--- src/rtl/mips_debug_pkg.sv ---
// Shared debug-path constants and serializer state encoding.
// Optional macro: DEBUG_TX_CHECKSUM_EN adds the checksum states.
package mips_debug_pkg;

    localparam int DEF_BITS_SIZE  = 32;
    localparam int DEF_SIZE_TRAMA = 8;
    localparam int DEF_FIFO_DEPTH = 4;
    localparam int BYTES_PER_WORD = DEF_BITS_SIZE / DEF_SIZE_TRAMA;

    typedef enum logic [2:0] {
        IDLE       = 3'd0,
        LOAD       = 3'd1,
        START      = 3'd2,
`ifdef DEBUG_TX_CHECKSUM_EN
        WAIT_DONE  = 3'd3,
        CSUM_START = 3'd4,
        CSUM_WAIT  = 3'd5
`else
        WAIT_DONE  = 3'd3
`endif
    } ser_state_t;

    function automatic int bytes_per_word(input int bits, input int trama);
        return bits / trama;
    endfunction

endpackage

--- src/rtl/debug_tx_serializer_if.sv ---
// Word push side and UART byte side of the debug serializer.
// Optional macro: DEBUG_TX_CHECKSUM_EN (no effect on this file).
interface debug_tx_serializer_if
    import mips_debug_pkg::*;
#(
    parameter int BITS_SIZE  = DEF_BITS_SIZE,
    parameter int SIZE_TRAMA = DEF_SIZE_TRAMA,
    parameter int FIFO_DEPTH = DEF_FIFO_DEPTH
);
    logic                          i_word_valid;
    logic [BITS_SIZE-1:0]          i_word;
    logic                          o_word_ready;
    logic                          i_uart_tx_done;
    logic                          o_tx_start;
    logic [SIZE_TRAMA-1:0]         o_tx_data;
    logic                          o_busy;
    logic [$clog2(FIFO_DEPTH):0]   o_fifo_count;

    modport master (
        output i_word_valid, i_word, i_uart_tx_done,
        input  o_word_ready, o_tx_start, o_tx_data, o_busy, o_fifo_count
    );

    modport slave (
        input  i_word_valid, i_word, i_uart_tx_done,
        output o_word_ready, o_tx_start, o_tx_data, o_busy, o_fifo_count
    );
endinterface

--- src/rtl/debug_word_fifo.sv ---
// Synchronous word FIFO, DEPTH x WIDTH, head visible combinationally.
// Optional macro: DEBUG_TX_CHECKSUM_EN (no effect on this file).
module debug_word_fifo #(
    parameter int DEPTH = 4,
    parameter int WIDTH = 32
) (
    input  logic                     i_clk,
    input  logic                     i_reset,
    input  logic                     push,
    input  logic [WIDTH-1:0]         wdata,
    input  logic                     pop,
    output logic [WIDTH-1:0]         rdata,
    output logic [$clog2(DEPTH):0]   count,
    output logic                     full,
    output logic                     empty
);
    localparam int PW = $clog2(DEPTH);
    localparam int CW = PW + 1;

    logic [WIDTH-1:0] mem [DEPTH];
    logic [PW-1:0]    wr_ptr;
    logic [PW-1:0]    rd_ptr;
    logic             push_ok;
    logic             pop_ok;

    // Full is judged on the pre-pop count, so a full push is dropped.
    assign full    = (count == CW'(DEPTH));
    assign empty   = (count == '0);
    assign push_ok = push & ~full;
    assign pop_ok  = pop & ~empty;
    assign rdata   = mem[rd_ptr];

    // Storage, power-of-two pointers wrap naturally, occupancy count.
    always_ff @(posedge i_clk or negedge i_reset) begin
        if (!i_reset) begin
            for (int i = 0; i < DEPTH; i++) mem[i] <= '0;
            wr_ptr <= '0;
            rd_ptr <= '0;
            count  <= '0;
        end else begin
            if (push_ok) begin
                mem[wr_ptr] <= wdata;
                wr_ptr      <= wr_ptr + 1'b1;
            end
            if (pop_ok) rd_ptr <= rd_ptr + 1'b1;
            unique case (1'b1)
                push_ok & ~pop_ok: count <= count + 1'b1;
                pop_ok & ~push_ok: count <= count - 1'b1;
                default:           count <= count;
            endcase
        end
    end
endmodule

--- src/rtl/debug_tx_serializer.sv ---
// Debug word to UART byte bridge: FIFO plus LSB-first byte serializer.
// Optional macro: DEBUG_TX_CHECKSUM_EN appends an XOR byte per word.
module debug_tx_serializer
    import mips_debug_pkg::*;
#(
    parameter int BITS_SIZE  = DEF_BITS_SIZE,
    parameter int SIZE_TRAMA = DEF_SIZE_TRAMA,
    parameter int FIFO_DEPTH = DEF_FIFO_DEPTH
) (
    input  logic                  i_clk,
    input  logic                  i_reset,
    debug_tx_serializer_if.slave  bus
);
    localparam int BYTES = bytes_per_word(BITS_SIZE, SIZE_TRAMA);
    localparam int IDX_W = (BYTES > 1) ? $clog2(BYTES) : 1;
    localparam logic [IDX_W-1:0] LAST_IDX = IDX_W'(BYTES - 1);

    ser_state_t                  state;
    logic [BITS_SIZE-1:0]        shift_q;
    logic [BITS_SIZE-1:0]        shift_nx;
    logic [IDX_W-1:0]            byte_idx;
    logic                        tx_start_q;
    logic [SIZE_TRAMA-1:0]       tx_data_q;
    logic [BITS_SIZE-1:0]        head;
    logic                        fifo_full;
    logic                        fifo_empty;
    logic [$clog2(FIFO_DEPTH):0] fifo_count;
`ifdef DEBUG_TX_CHECKSUM_EN
    logic [SIZE_TRAMA-1:0]       csum_q;
`endif

    debug_word_fifo #(
        .DEPTH (FIFO_DEPTH),
        .WIDTH (BITS_SIZE)
    ) u_fifo (
        .i_clk   (i_clk),
        .i_reset (i_reset),
        .push    (bus.i_word_valid),
        .wdata   (bus.i_word),
        .pop     (state == LOAD),
        .rdata   (head),
        .count   (fifo_count),
        .full    (fifo_full),
        .empty   (fifo_empty)
    );

    assign shift_nx         = shift_q >> SIZE_TRAMA;
    assign bus.o_word_ready = ~fifo_full;
    assign bus.o_fifo_count = fifo_count;
    assign bus.o_tx_start   = tx_start_q;
    assign bus.o_tx_data    = tx_data_q;
    assign bus.o_busy       = ~fifo_empty | (state != IDLE);

    // Serializer FSM: start/data are registered on entry to a start state.
    always_ff @(posedge i_clk or negedge i_reset) begin
        if (!i_reset) begin
            state      <= IDLE;
            shift_q    <= '0;
            byte_idx   <= '0;
            tx_start_q <= 1'b0;
            tx_data_q  <= '0;
`ifdef DEBUG_TX_CHECKSUM_EN
            csum_q     <= '0;
`endif
        end else begin
            tx_start_q <= 1'b0;
            unique case (state)
                IDLE: begin
                    if (!fifo_empty) state <= LOAD;
                end
                LOAD: begin
                    shift_q    <= head;
                    byte_idx   <= '0;
                    tx_data_q  <= head[SIZE_TRAMA-1:0];
                    tx_start_q <= 1'b1;
`ifdef DEBUG_TX_CHECKSUM_EN
                    csum_q     <= '0;
`endif
                    state      <= START;
                end
                START: begin
                    state <= WAIT_DONE;
                end
                WAIT_DONE: begin
                    if (bus.i_uart_tx_done) begin
                        shift_q  <= shift_nx;
                        byte_idx <= byte_idx + 1'b1;
`ifdef DEBUG_TX_CHECKSUM_EN
                        csum_q   <= csum_q ^ shift_q[SIZE_TRAMA-1:0];
`endif
                        if (byte_idx == LAST_IDX) begin
`ifdef DEBUG_TX_CHECKSUM_EN
                            tx_data_q  <= csum_q ^ shift_q[SIZE_TRAMA-1:0];
                            tx_start_q <= 1'b1;
                            state      <= CSUM_START;
`else
                            state <= fifo_empty ? IDLE : LOAD;
`endif
                        end else begin
                            tx_data_q  <= shift_nx[SIZE_TRAMA-1:0];
                            tx_start_q <= 1'b1;
                            state      <= START;
                        end
                    end
                end
`ifdef DEBUG_TX_CHECKSUM_EN
                CSUM_START: begin
                    state <= CSUM_WAIT;
                end
                CSUM_WAIT: begin
                    if (bus.i_uart_tx_done) begin
                        state <= fifo_empty ? IDLE : LOAD;
                    end
                end
`endif
                default: state <= IDLE;
            endcase
        end
    end
endmodule

--- src/flat_wrapper.sv ---
// flat-port wrapper written by rule: the top's interface ports become plain ports
module debug_tx_serializer_flat import mips_debug_pkg::*;
#(
    parameter int BITS_SIZE  = DEF_BITS_SIZE,
    parameter int SIZE_TRAMA = DEF_SIZE_TRAMA,
    parameter int FIFO_DEPTH = DEF_FIFO_DEPTH
)
  (i_clk, i_reset, bus_i_word_valid, bus_i_word, bus_i_uart_tx_done, bus_o_word_ready, bus_o_tx_start, bus_o_tx_data, bus_o_busy, bus_o_fifo_count);
  debug_tx_serializer_if #(.BITS_SIZE(BITS_SIZE), .SIZE_TRAMA(SIZE_TRAMA), .FIFO_DEPTH(FIFO_DEPTH)) bus_i ();
  input  logic i_clk;
  input  logic i_reset;
  input wire logic [$bits(bus_i.i_word_valid)-1:0] bus_i_word_valid;
  input wire logic [$bits(bus_i.i_word)-1:0] bus_i_word;
  input wire logic [$bits(bus_i.i_uart_tx_done)-1:0] bus_i_uart_tx_done;
  output wire logic [$bits(bus_i.o_word_ready)-1:0] bus_o_word_ready;
  output wire logic [$bits(bus_i.o_tx_start)-1:0] bus_o_tx_start;
  output wire logic [$bits(bus_i.o_tx_data)-1:0] bus_o_tx_data;
  output wire logic [$bits(bus_i.o_busy)-1:0] bus_o_busy;
  output wire logic [$bits(bus_i.o_fifo_count)-1:0] bus_o_fifo_count;
  assign bus_i.i_word_valid = bus_i_word_valid;
  assign bus_i.i_word = bus_i_word;
  assign bus_i.i_uart_tx_done = bus_i_uart_tx_done;
  assign bus_o_word_ready = bus_i.o_word_ready;
  assign bus_o_tx_start = bus_i.o_tx_start;
  assign bus_o_tx_data = bus_i.o_tx_data;
  assign bus_o_busy = bus_i.o_busy;
  assign bus_o_fifo_count = bus_i.o_fifo_count;
  debug_tx_serializer #(.BITS_SIZE(BITS_SIZE), .SIZE_TRAMA(SIZE_TRAMA), .FIFO_DEPTH(FIFO_DEPTH)) u_core (.i_clk(i_clk), .i_reset(i_reset), .bus(bus_i));
endmodule
--- config.mk ---
export PLATFORM = sky130hd
export DESIGN_NAME = debug_tx_serializer_flat
export DESIGN_NICKNAME = d
export VERILOG_FILES = /design/src/rtl/mips_debug_pkg.sv /design/src/rtl/debug_tx_serializer_if.sv /design/src/rtl/debug_word_fifo.sv /design/src/rtl/debug_tx_serializer.sv /design/src/flat_wrapper.sv
export SDC_FILE = /design/constraint.sdc
export NUM_CORES = 1
export LEC_CHECK = 0
export CAP_MARGIN = 20
export CORE_ASPECT_RATIO = 0.5
export CORE_UTILIZATION = 40
export CTS_BUF_LIST = sky130_fd_sc_hd__clkbuf_16
export DETAILED_ROUTE_END_ITERATION = 10
export GPL_ROUTABILITY_DRIVEN = 0
export PLACE_DENSITY_LB_ADDON = 0.15
export SYNTH_ARGS = -nofsm -noshare
export SYNTH_HDL_FRONTEND = slang
export SYNTH_SLANG_ARGS = --single-unit
--- constraint.sdc ---
create_clock -name i_clk -period 2.65 [get_ports i_clk]
set_input_delay 0.53 -clock i_clk [delete_from_list [all_inputs] [get_ports i_clk]]
set_output_delay 0.53 -clock i_clk [all_outputs]
set_load 0.1 [all_outputs]
# Word-level counts from Yosys, hierarchy flattened
# Index checks and enable logic that the tools add are counted.
[totals] in_bits=36 output_inout_bits=14 ff_bits=181 elab_cells=70
[classes] bitwise_logic=11 n_eq_ne=8 reduce_logical=9 n_addsub=5 n_lt_le_gt_ge=3 mux=22
[ops] operator="128-bit bitwise mux" n=1
[ops] operator="32-bit two-way mux" n=4
[ops] operator="32-bit binary-select mux with 2-bit select" n=1
[ops] operator="32-bit demux with 2-bit select" n=1
[ops] operator="32-bit one-hot mux with 2 select lines" n=1
[ops] operator="8-bit two-way mux" n=2
[ops] operator="8-bit one-hot mux with 2 select lines" n=1
[ops] operator="3-bit one-hot mux with 4 select lines" n=1
[ops] operator="3-bit two-way mux" n=3
[ops] operator="2-bit by 1-bit adder with 2-bit output, second input constant" n=3
[ops] operator="3-bit by 2-bit equality test with 1-bit output, second input constant" n=2
[ops] operator="3-bit greater-or-equal comparator, second input constant" n=2
[ops] operator="3-bit zero test" n=2
[ops] operator="2-bit inequality test, second input constant" n=3
[ops] operator="2-bit NOT with 3-bit output" n=2
[ops] operator="3-bit one-hot mux with 2 select lines" n=1
[ops] operator="1-bit AND" n=4
[ops] operator="1-bit NOT" n=4
[ops] operator="2-bit one-hot mux with 2 select lines" n=1
[ops] operator="2-bit AND reduction" n=2
[ops] operator="2-bit nonzero test" n=2
[ops] operator="3-bit by 1-bit adder with 3-bit output, second input constant" n=1
[ops] operator="3-bit by 1-bit equality test with 1-bit output, second input constant" n=1
[ops] operator="3-bit equality test, second input constant" n=1
[ops] operator="other kinds (10)" n=12

# Logic depth before layout (Yosys ltp)
# Gate-level depths: netlist (run 1).
[depth] ltp_word=6 ltp_mapped=9 depth_no_buf=8

# Modules after synthesis
# Synthesis (run 1) repeated with hierarchy kept, for this count alone.
[unflattened] cells_unflattened=491 area_unflattened_um2=7621.1
[by_module_without_submodules] module="debug_word_fifo" cells_per_inst=348 seq_area_each_um2=3378.2 instances=1 area_each_um2=5963.2
[by_module_without_submodules] module="debug_tx_serializer" cells_per_inst=143 seq_area_each_um2=925.9 instances=1 area_each_um2=1657.8

# Least setup slack after synthesis (run 1)
# OpenSTA, ideal clock, no wires.
[synth_path] kind="flip-flop to flip-flop" start="register u_core.u_fifo.count[2]" end="register u_core.u_fifo.count[2]" setup_ps=163 stages_incl_launch_ff=10 arrival_ps=2815 synth_period_minus_slack_ps=2978 slack_ps=-328 required_ps=2487 path_cell_list="dfrtp_1 > or3b_1 > buf_2 > nand2_1 > ha_1 > inv_1 > fa_1 > xor2_1 > nor2_1 > xor2_1"
[synth_via] elab_chain_len=6
[synth_rtl] element="start, declared" line_no="debug_word_fifo.sv:13" rtl="output logic [$clog2(DEPTH):0] count,"
[synth_rtl] element="start signal, assigned" line_no="debug_word_fifo.sv:47" rtl="push_ok & ~pop_ok: count <= count + 1'b1;"
[synth_rtl] element="start signal, assigned" line_no="debug_word_fifo.sv:48" rtl="pop_ok & ~push_ok: count <= count - 1'b1;"
[synth_rtl] element="start signal, assigned" line_no="debug_word_fifo.sv:49" rtl="default: count <= count;"
[synth_rtl] element="3-bit equality test *" line_no="debug_word_fifo.sv:27" rtl="assign full = (count == CW'(DEPTH));"
[synth_rtl] element="1-bit NOT *"
[synth_rtl] element="net bus_o_word_ready" line_no="flat_wrapper.sv:15" rtl="output wire logic [$bits(bus_i.o_word_ready)-1:0] bus_o_word_ready;"
[synth_rtl] element="1-bit AND *" line_no="debug_word_fifo.sv:29" rtl="assign push_ok = push & ~full;"
[synth_rtl] element="1-bit NOT" line_no="debug_word_fifo.sv:48"
[synth_rtl] element="1-bit AND" line_no="debug_word_fifo.sv:48"
[synth_rtl] element="3-bit one-hot mux with 2 select lines / 2-bit nonzero test (equally long branches)"
# Mark *: on every way through the listed nets, which the timed path passes. The rest lies on a longest branch.
# A chain may end at the register's enable or synchronous reset.

# Worst setup path after layout (run 1)
[layout_path] start="register u_core.u_fifo.count[0]" end="register u_core.u_fifo.count[2]"
[layout_via] elab_chain_len=6
[layout_rtl] element="3-bit equality test / 3-bit zero test (equally long branches)" line_no="debug_word_fifo.sv:27, debug_word_fifo.sv:28"
[layout_rtl] element="1-bit NOT (on tied branches)" line_no="debug_word_fifo.sv:29, debug_word_fifo.sv:30"
[layout_rtl] element="1-bit AND (on tied branches)" line_no="debug_word_fifo.sv:29, debug_word_fifo.sv:30"
[layout_rtl] element="1-bit NOT (on tied branches)" line_no="debug_word_fifo.sv:48, debug_word_fifo.sv:47"
[layout_rtl] element="1-bit AND (on tied branches)" line_no="debug_word_fifo.sv:48, debug_word_fifo.sv:47"
[layout_rtl] element="3-bit one-hot mux with 2 select lines / 2-bit nonzero test (equally long branches)"
# Parallel ways exist; a longest one is shown, timed or not.

==> run_results.csv, run 1 <==
group,metric,value,unit
run_status,status,"finished, final reports clean",
clock_network,clock-root-buffer,"clkbuf_16",
synthesis,ys_seq_elements,172,
die,pin_count,50,
setup_path,start_kind,"register",
global_routing,antenna_found_initial,0,
routing,routed_wirelength,15900,µm
setup_path,crit_required,3.00,ns
die,rows,35,
sta,slew_headroom,53.4,%
routing,wl_per_cell,19.1,µm
clock_network,clk_pin_slew,0.07,ns
global_routing,grt_start_max_net_pins,78,
clock_network,ctsResizeCount,0,
power,power_density,1370,nW/µm²
global_routing,track_usage,17.8,%
power,finalPower,0.0123,W
finish,drive_gt1_share,40.3,%
clock_network,cts_tree,"done",
worst_hold_path,min_path_type,"in -> async",
sta,fmax,0.443,GHz
sta,worst_pin_slew,0.697,ns
routing,drcViolationCount,0,
routing,first_iter_violations,228,
setup_path,critPathCaptureType,"register",
synthesis,netlist_instances,508,
die,die_width,198,µm
place,portBuffers,49,
sta,slew_violations,0,
routing,via_count,4321,
finish,final_cell_mix,"dfrtp_1, mux2_2, nand2_1",
die,fp.dieArea,19800,µm²
setup_path,crit_fanout,6,
die,fp.coreArea,18600,µm²
sta,clock_skew,0.00882,ns
clock_network,cts_max_level,4,
finish,design_area,9020,µm²
finish,syn2layout_area_growth,17.6,%
clock_network,insertion_delay,0.42,ns
global_routing,grt_pass1_vias,4603,
finish,final_common_cell,"dfrtp_1",
clock_network,clockBufferDepth,2,
setup_path,path_class,"reg -> reg",
sta,grt_setup_unrepaired,"no",
synthesis,syn_area,7670,µm²
power,power_leakage,3.82,nW
synthesis,seq_area_frac_synth,56.1,%
routing,dr.pass1.iters,4,
clock_network,cts-buffers-inserted,17,
clock_network,cts.sinks,172,
synthesis,yosys_warnings,0,
synthesis,syn_nets,551,
place,dpl-instance-area,8450,µm²
sta,fin_crit_sh,85.1,%
global_routing,grt_first_pass_wirelength,26300,µm
clock_network,cts_setup_buffers,0,
finish,antenna-diode-count,0,
routing,final_antenna_net_count,0,
finish,fin_nets,603,
sta,setup_viol,0,
sta,hold_violations,0,
synthesis,yosysUniqueCellTypes,36,
sta,fin_crit,2.26,ns
global_routing,grt-ovfl-total,0,
die,start_util,41.3,%
place,place_hpwl,10200,µm
setup_path,crit_arrival,2.60,ns
routing,via_per_inst,5.19,
power,max-vdd-ir-drop,0.426,mV
sta,fin_setup_tns,0,ns
synthesis,syn_area_per_cell,15.1,µm²
clock_network,hold_buffers,0,
die,die_h,99.9,µm
run,maxCapViolations,0,
[Yosys cell counts]
cell type / n / area, µm²
dfrtp_1: 172 / 4300
mux2_2: 135 / 1520
nand2_1: 38 / 143
mux4_2: 22 / 495
a21oi_1: 16 / 80.1
a31oi_1: 16 / 100
buf_4: 13 / 97.6
a22o_1: 10 / 87.6
mux4_1: 10 / 263
clkbuf_1: 9 / 33.8
buf_2: 8 / 40.0
inv_1: 8 / 30.0
mux2_1: 8 / 90.1
ha_1: 6 / 75.1
nand3_2: 4 / 40.0
nor2_1: 4 / 15.0
xor2_1: 4 / 35.0
mux2_4: 2 / 30.0
mux2i_1: 2 / 20.0
nand2b_1: 2 / 12.5
nor3_1: 2 / 10.0
o21ai_0: 2 / 10.0
xnor2_1: 2 / 17.5
a21oi_2: 1 / 8.76
and2_0: 1 / 6.26
and2_1: 1 / 6.26
and3b_1: 1 / 8.76
buf_1: 1 / 3.75
buf_12: 1 / 20.0
buf_6: 1 / 11.3
fa_1: 1 / 20.0
nand3_1: 1 / 5.00
nor2b_1: 1 / 6.26
nor4_1: 1 / 6.26
o2bb2ai_1: 1 / 8.76
or3b_1: 1 / 8.76
[path summary, 6_finish.rpt]
path                                        start                      to  slack, ns  cells after the start
max                        u_core.u_fifo.count[0]  u_core.u_fifo.count[2]       0.39                      8
min                                       i_reset   u_core.u_fifo.mem[39]       0.02                      1
max reg2reg                u_core.u_fifo.count[0]  u_core.u_fifo.count[2]       0.39                      8
min reg2reg                 u_core.u_fifo.mem[66]   u_core.u_fifo.mem[66]       0.49                      1
max in group asynchronous                 i_reset   u_core.u_fifo.mem[51]       1.87                      2
min in group i_clk          u_core.u_fifo.mem[66]   u_core.u_fifo.mem[66]       0.49                      1
[sequential cells by signal, summed over array words and instances, names as in the netlist]
register	count
u_core.bus.o_tx_data	8
u_core.bus.o_tx_start	1
u_core.byte_idx	2
u_core.shift_q	24
u_core.state	2
u_core.u_fifo.count	3
u_core.u_fifo.mem	128
u_core.u_fifo.rd_ptr	2
u_core.u_fifo.wr_ptr	2
[cell families (layout without fill, tap and decap cells)]
kind of cell	after synthesis	in the layout	share of synthesized area [%]
AO/OA/AOI/OAI	46	46	3.85
XOR/XNOR	6	6	0.685
adder cells (fa/ha/maj)	7	7	1.24
buffers and inverters	41	106	3.08
flip-flops	172	172	56.1
multiplexers	179	179	31.5
AND/OR/NAND/NOR	57	57	3.49
[where the power goes]
group	leakage [nW]	switching, W	internal (W)
clock	0.268	0.00109	0.00131
combinational	1.51	0.00259	0.00261
sequential	2.04	0.000760	0.00400
total	3.82	0.00444	0.00791
[worst max-delay path, stage by stage (launching register included)]
cell	delay, ns
dfrtp_2	0.45
or3b_1	0.50
nand2_1	0.19
ha_1	0.20
inv_1	0.06
fa_1	0.37
xor2_1	0.15
nor2_1	0.11
xor2_1	0.14
[layout make-up]
type | instances | area [µm²]
Timing Repair Buffer | 66 | 659
Inverter | 8 | 30.0
Tap cell | 259 | 324
Clock inverter | 15 | 139
Multi-Input combinational cell | 295 | 3130
Fill cell | 1654 | 9550
Sequential cell | 172 | 4310
Clock buffer | 17 | 425
[stage by stage]
stage / instances / utilization [%] / hold slack, ns / setup WS, ns
after floorplan: 508 / - / 0.234 / 0.0197
after global placement: 800 / 45.5 / 0.471 / 0.314
after detailed placement: 800 / 45.5 / 0.477 / 0.261
after CTS: 832 / 48.6 / 0.0313 / 0.385
after global routing: 832 / 48.6 / 0.0456 / 0.203
final: 832 / 48.6 / 0.0178 / 0.395
[per-layer routing]
layer	share of wire, %	wire, µm	up-vias	GRT usage [%]
li1	-	-	1967	-
met1	53	8360	2287	26.9
met2	44	6910	57	26.3
met3	2.9	461	10	3.66
met4	0.83	131	0	4.47
met5	0	0	-	0
Power figures use the tool's default switching activity.
==> run 2: changes to the inputs <==
clock period = 2.56 ns   (was 2.65 ns; I/O delays follow)
==> run_results.csv, run 2 (synthesis gave the netlist of run 1 again) <==
group,metric,value,unit
routing,via_per_inst,5.15,
clock_network,cts_max_level,4,
sta,slew_violations,0,
place,dp_slack,0.252,ns
setup_path,crit_fanout,6,
setup_path,start_kind,"register",
die,start_util,41.3,%
routing,via_count,4313,
global_routing,track_usage,17.4,%
global_routing,grt_pass1_vias,4525,
die,die_h,99.9,µm
die,fp.coreArea,18600,µm²
finish,fin_nets,609,
power,clock_power_share,20.7,%
place,place_hpwl,10100,µm
worst_hold_path,min_path_type,"in -> async",
setup_path,crit_arrival,2.66,ns
setup_path,max_stage_delay,0.52,ns
clock_network,cts-buffers-inserted,17,
routing,dr.pass1.iters,4,
finish,fin_cells,838,
place,dp_cells,806,
run_status,status,"finished, final reports clean",
routing,wl_per_cell,18.8,µm
place,portBuffers,49,
sta,grt_setup_unrepaired,"no",
setup_path,path_cells,"or3b_1 > nand2_1 > ha_1 > inv_1 > fa_1 > xor2_1 > nor2_1 > xor2_1",
run,maxCapViolations,0,
routing,drcViolationCount,0,
power,max-vdd-ir-drop,0.496,mV
setup_path,crit_top_cell,"xor2_1",
finish,final_common_cell,"dfrtp_1",
power,pwr-share-comb,41.3,%
power,power_leakage,3.87,nW
routing,routed_wirelength,15700,µm
sta,hold_violations,0,
sta,fmax,0.432,GHz
clock_network,cts_tree,"done",
finish,fin_util,49.0,%
setup_path,path_class,"reg -> reg",
global_routing,grt_first_pass_wirelength,25800,µm
routing,final_antenna_net_count,0,
setup_path,timing.reg2reg.setup_slack,0.25,ns
global_routing,grt_start_max_net_pins,60,
setup_path,worst_path_max_delay_cell,"or3b_1",
sta,slew_headroom,64.2,%
clock_network,cts_setup_buffers,0,
sta,setup_slack,0.246,ns
die,die_width,198,µm
sta,fin_setup_tns,0,ns
routing,first_iter_violations,184,
power,seqPwrFrac,38.0,%
finish,syn2layout_area_growth,18.6,%
finish,fillCellCount,1630,
global_routing,antenna_found_initial,0,
finish,final_cell_mix,"dfrtp_1, mux2_2, nand2_1",
sta,setup_viol,0,
setup_path,critPathCaptureType,"register",
die,pin_count,50,
die,rows,35,
power,swShare,34.8,%
clock_network,cts.sinks,172,
sta,fin_crit,2.31,ns
sta,clock_skew,0.00851,ns
die,fp.dieArea,19800,µm²
power,power_density,1430,nW/µm²
sta,worst_pin_slew,0.537,ns
power,switchingPower,0.00453,W
clock_network,clk_pin_slew,0.07,ns
finish,largest_register_ffs,128,
finish,drive_gt1_share,40.4,%
power,finalPower,0.0130,W
power,p_int,0.00848,W
finish,antenna-diode-count,0,
finish,top_register,"u_core.u_fifo.mem",
sta,fin_crit_sh,90.4,%
clock_network,clockBufferDepth,2,
clock_network,insertion_delay,0.42,ns
clock_network,hold_buffers,0,
clock_network,ctsResizeCount,0,
clock_network,clock-root-buffer,"clkbuf_16",
setup_path,crit_required,2.90,ns
global_routing,grt-ovfl-total,0,
run 2: changes by cell type in the layout (fill, tap and decap cells not counted), sizes merged:
cell,change
inv,-3
clkinvlp,+1
bufinv,+3
buf,+6
clkinv,-1
run 2: area by class of cell:
| type | count | area (µm²) | area share (%) |
|---|---|---|---|
| inverter | 8 | 30.0 | 0.330 |
| multi-input combinational | 295 | 3130 | 34.4 |
| clock inverter | 15 | 183 | 2.01 |
| clock buffer | 17 | 425 | 4.67 |
| tap | 259 | 324 | 3.56 |
| timing repair buffer | 72 | 692 | 7.60 |
| sequential | 172 | 4320 | 47.4 |
run 2: critical path, delay by kind of cell (launching register included):
family,cells,cell delay [ns]
xor gates and xnor gates,2,0.30
adders and majority gates,2,0.57
buffers and inverters,1,0.06
DFF,1,0.49
and+or+nand+nor,3,0.82
run 2: power by group through the flow:
stage	sequential [W]	combinational [W]	clock [W]
after floorplan	0.00537	0.00368	0
after global placement	0.00495	0.00536	0
after detailed placement	0.00498	0.00543	0
after CTS	0.00494	0.00544	0.00276
after global routing	0.00514	0.00579	0.00286
final	0.00494	0.00537	0.00269
run 2: path summary, 6_finish.rpt:
kind	start	endpoint	depth (start not counted)
worst max-delay path	u_core.u_fifo.count[1]	u_core.u_fifo.count[2]	8
worst min-delay path	i_reset	u_core.u_fifo.count[0]	1
worst max register to register	u_core.u_fifo.count[1]	u_core.u_fifo.count[2]	8
worst min register to register	u_core.u_fifo.mem[66]	u_core.u_fifo.mem[66]	1
max in group asynchronous	i_reset	u_core.u_fifo.mem[49]	2
min in group i_clk	u_core.u_fifo.mem[66]	u_core.u_fifo.mem[66]	1
run 2: metrics by stage:
step / cell area, µm² / hold slack [ns]
after floorplan: 7680 / 0.216
after global placement: 8490 / 0.468
after detailed placement: 8490 / 0.471
after CTS: 9100 / 0.0106
after global routing: 9100 / 0.0204
final: 9100 / 0.00706
run 2: routing by layer:
layer | GRT usage, % | share of wire (%) | wire (µm) | vias up
met5 | 0 | 0 | 0 | -
met4 | 4.83 | 0.70 | 110 | 0
met3 | 3.70 | 2.8 | 444 | 7
met2 | 25.3 | 43 | 6840 | 59
met1 | 26.3 | 53 | 8330 | 2264
li1 | - | - | - | 1983
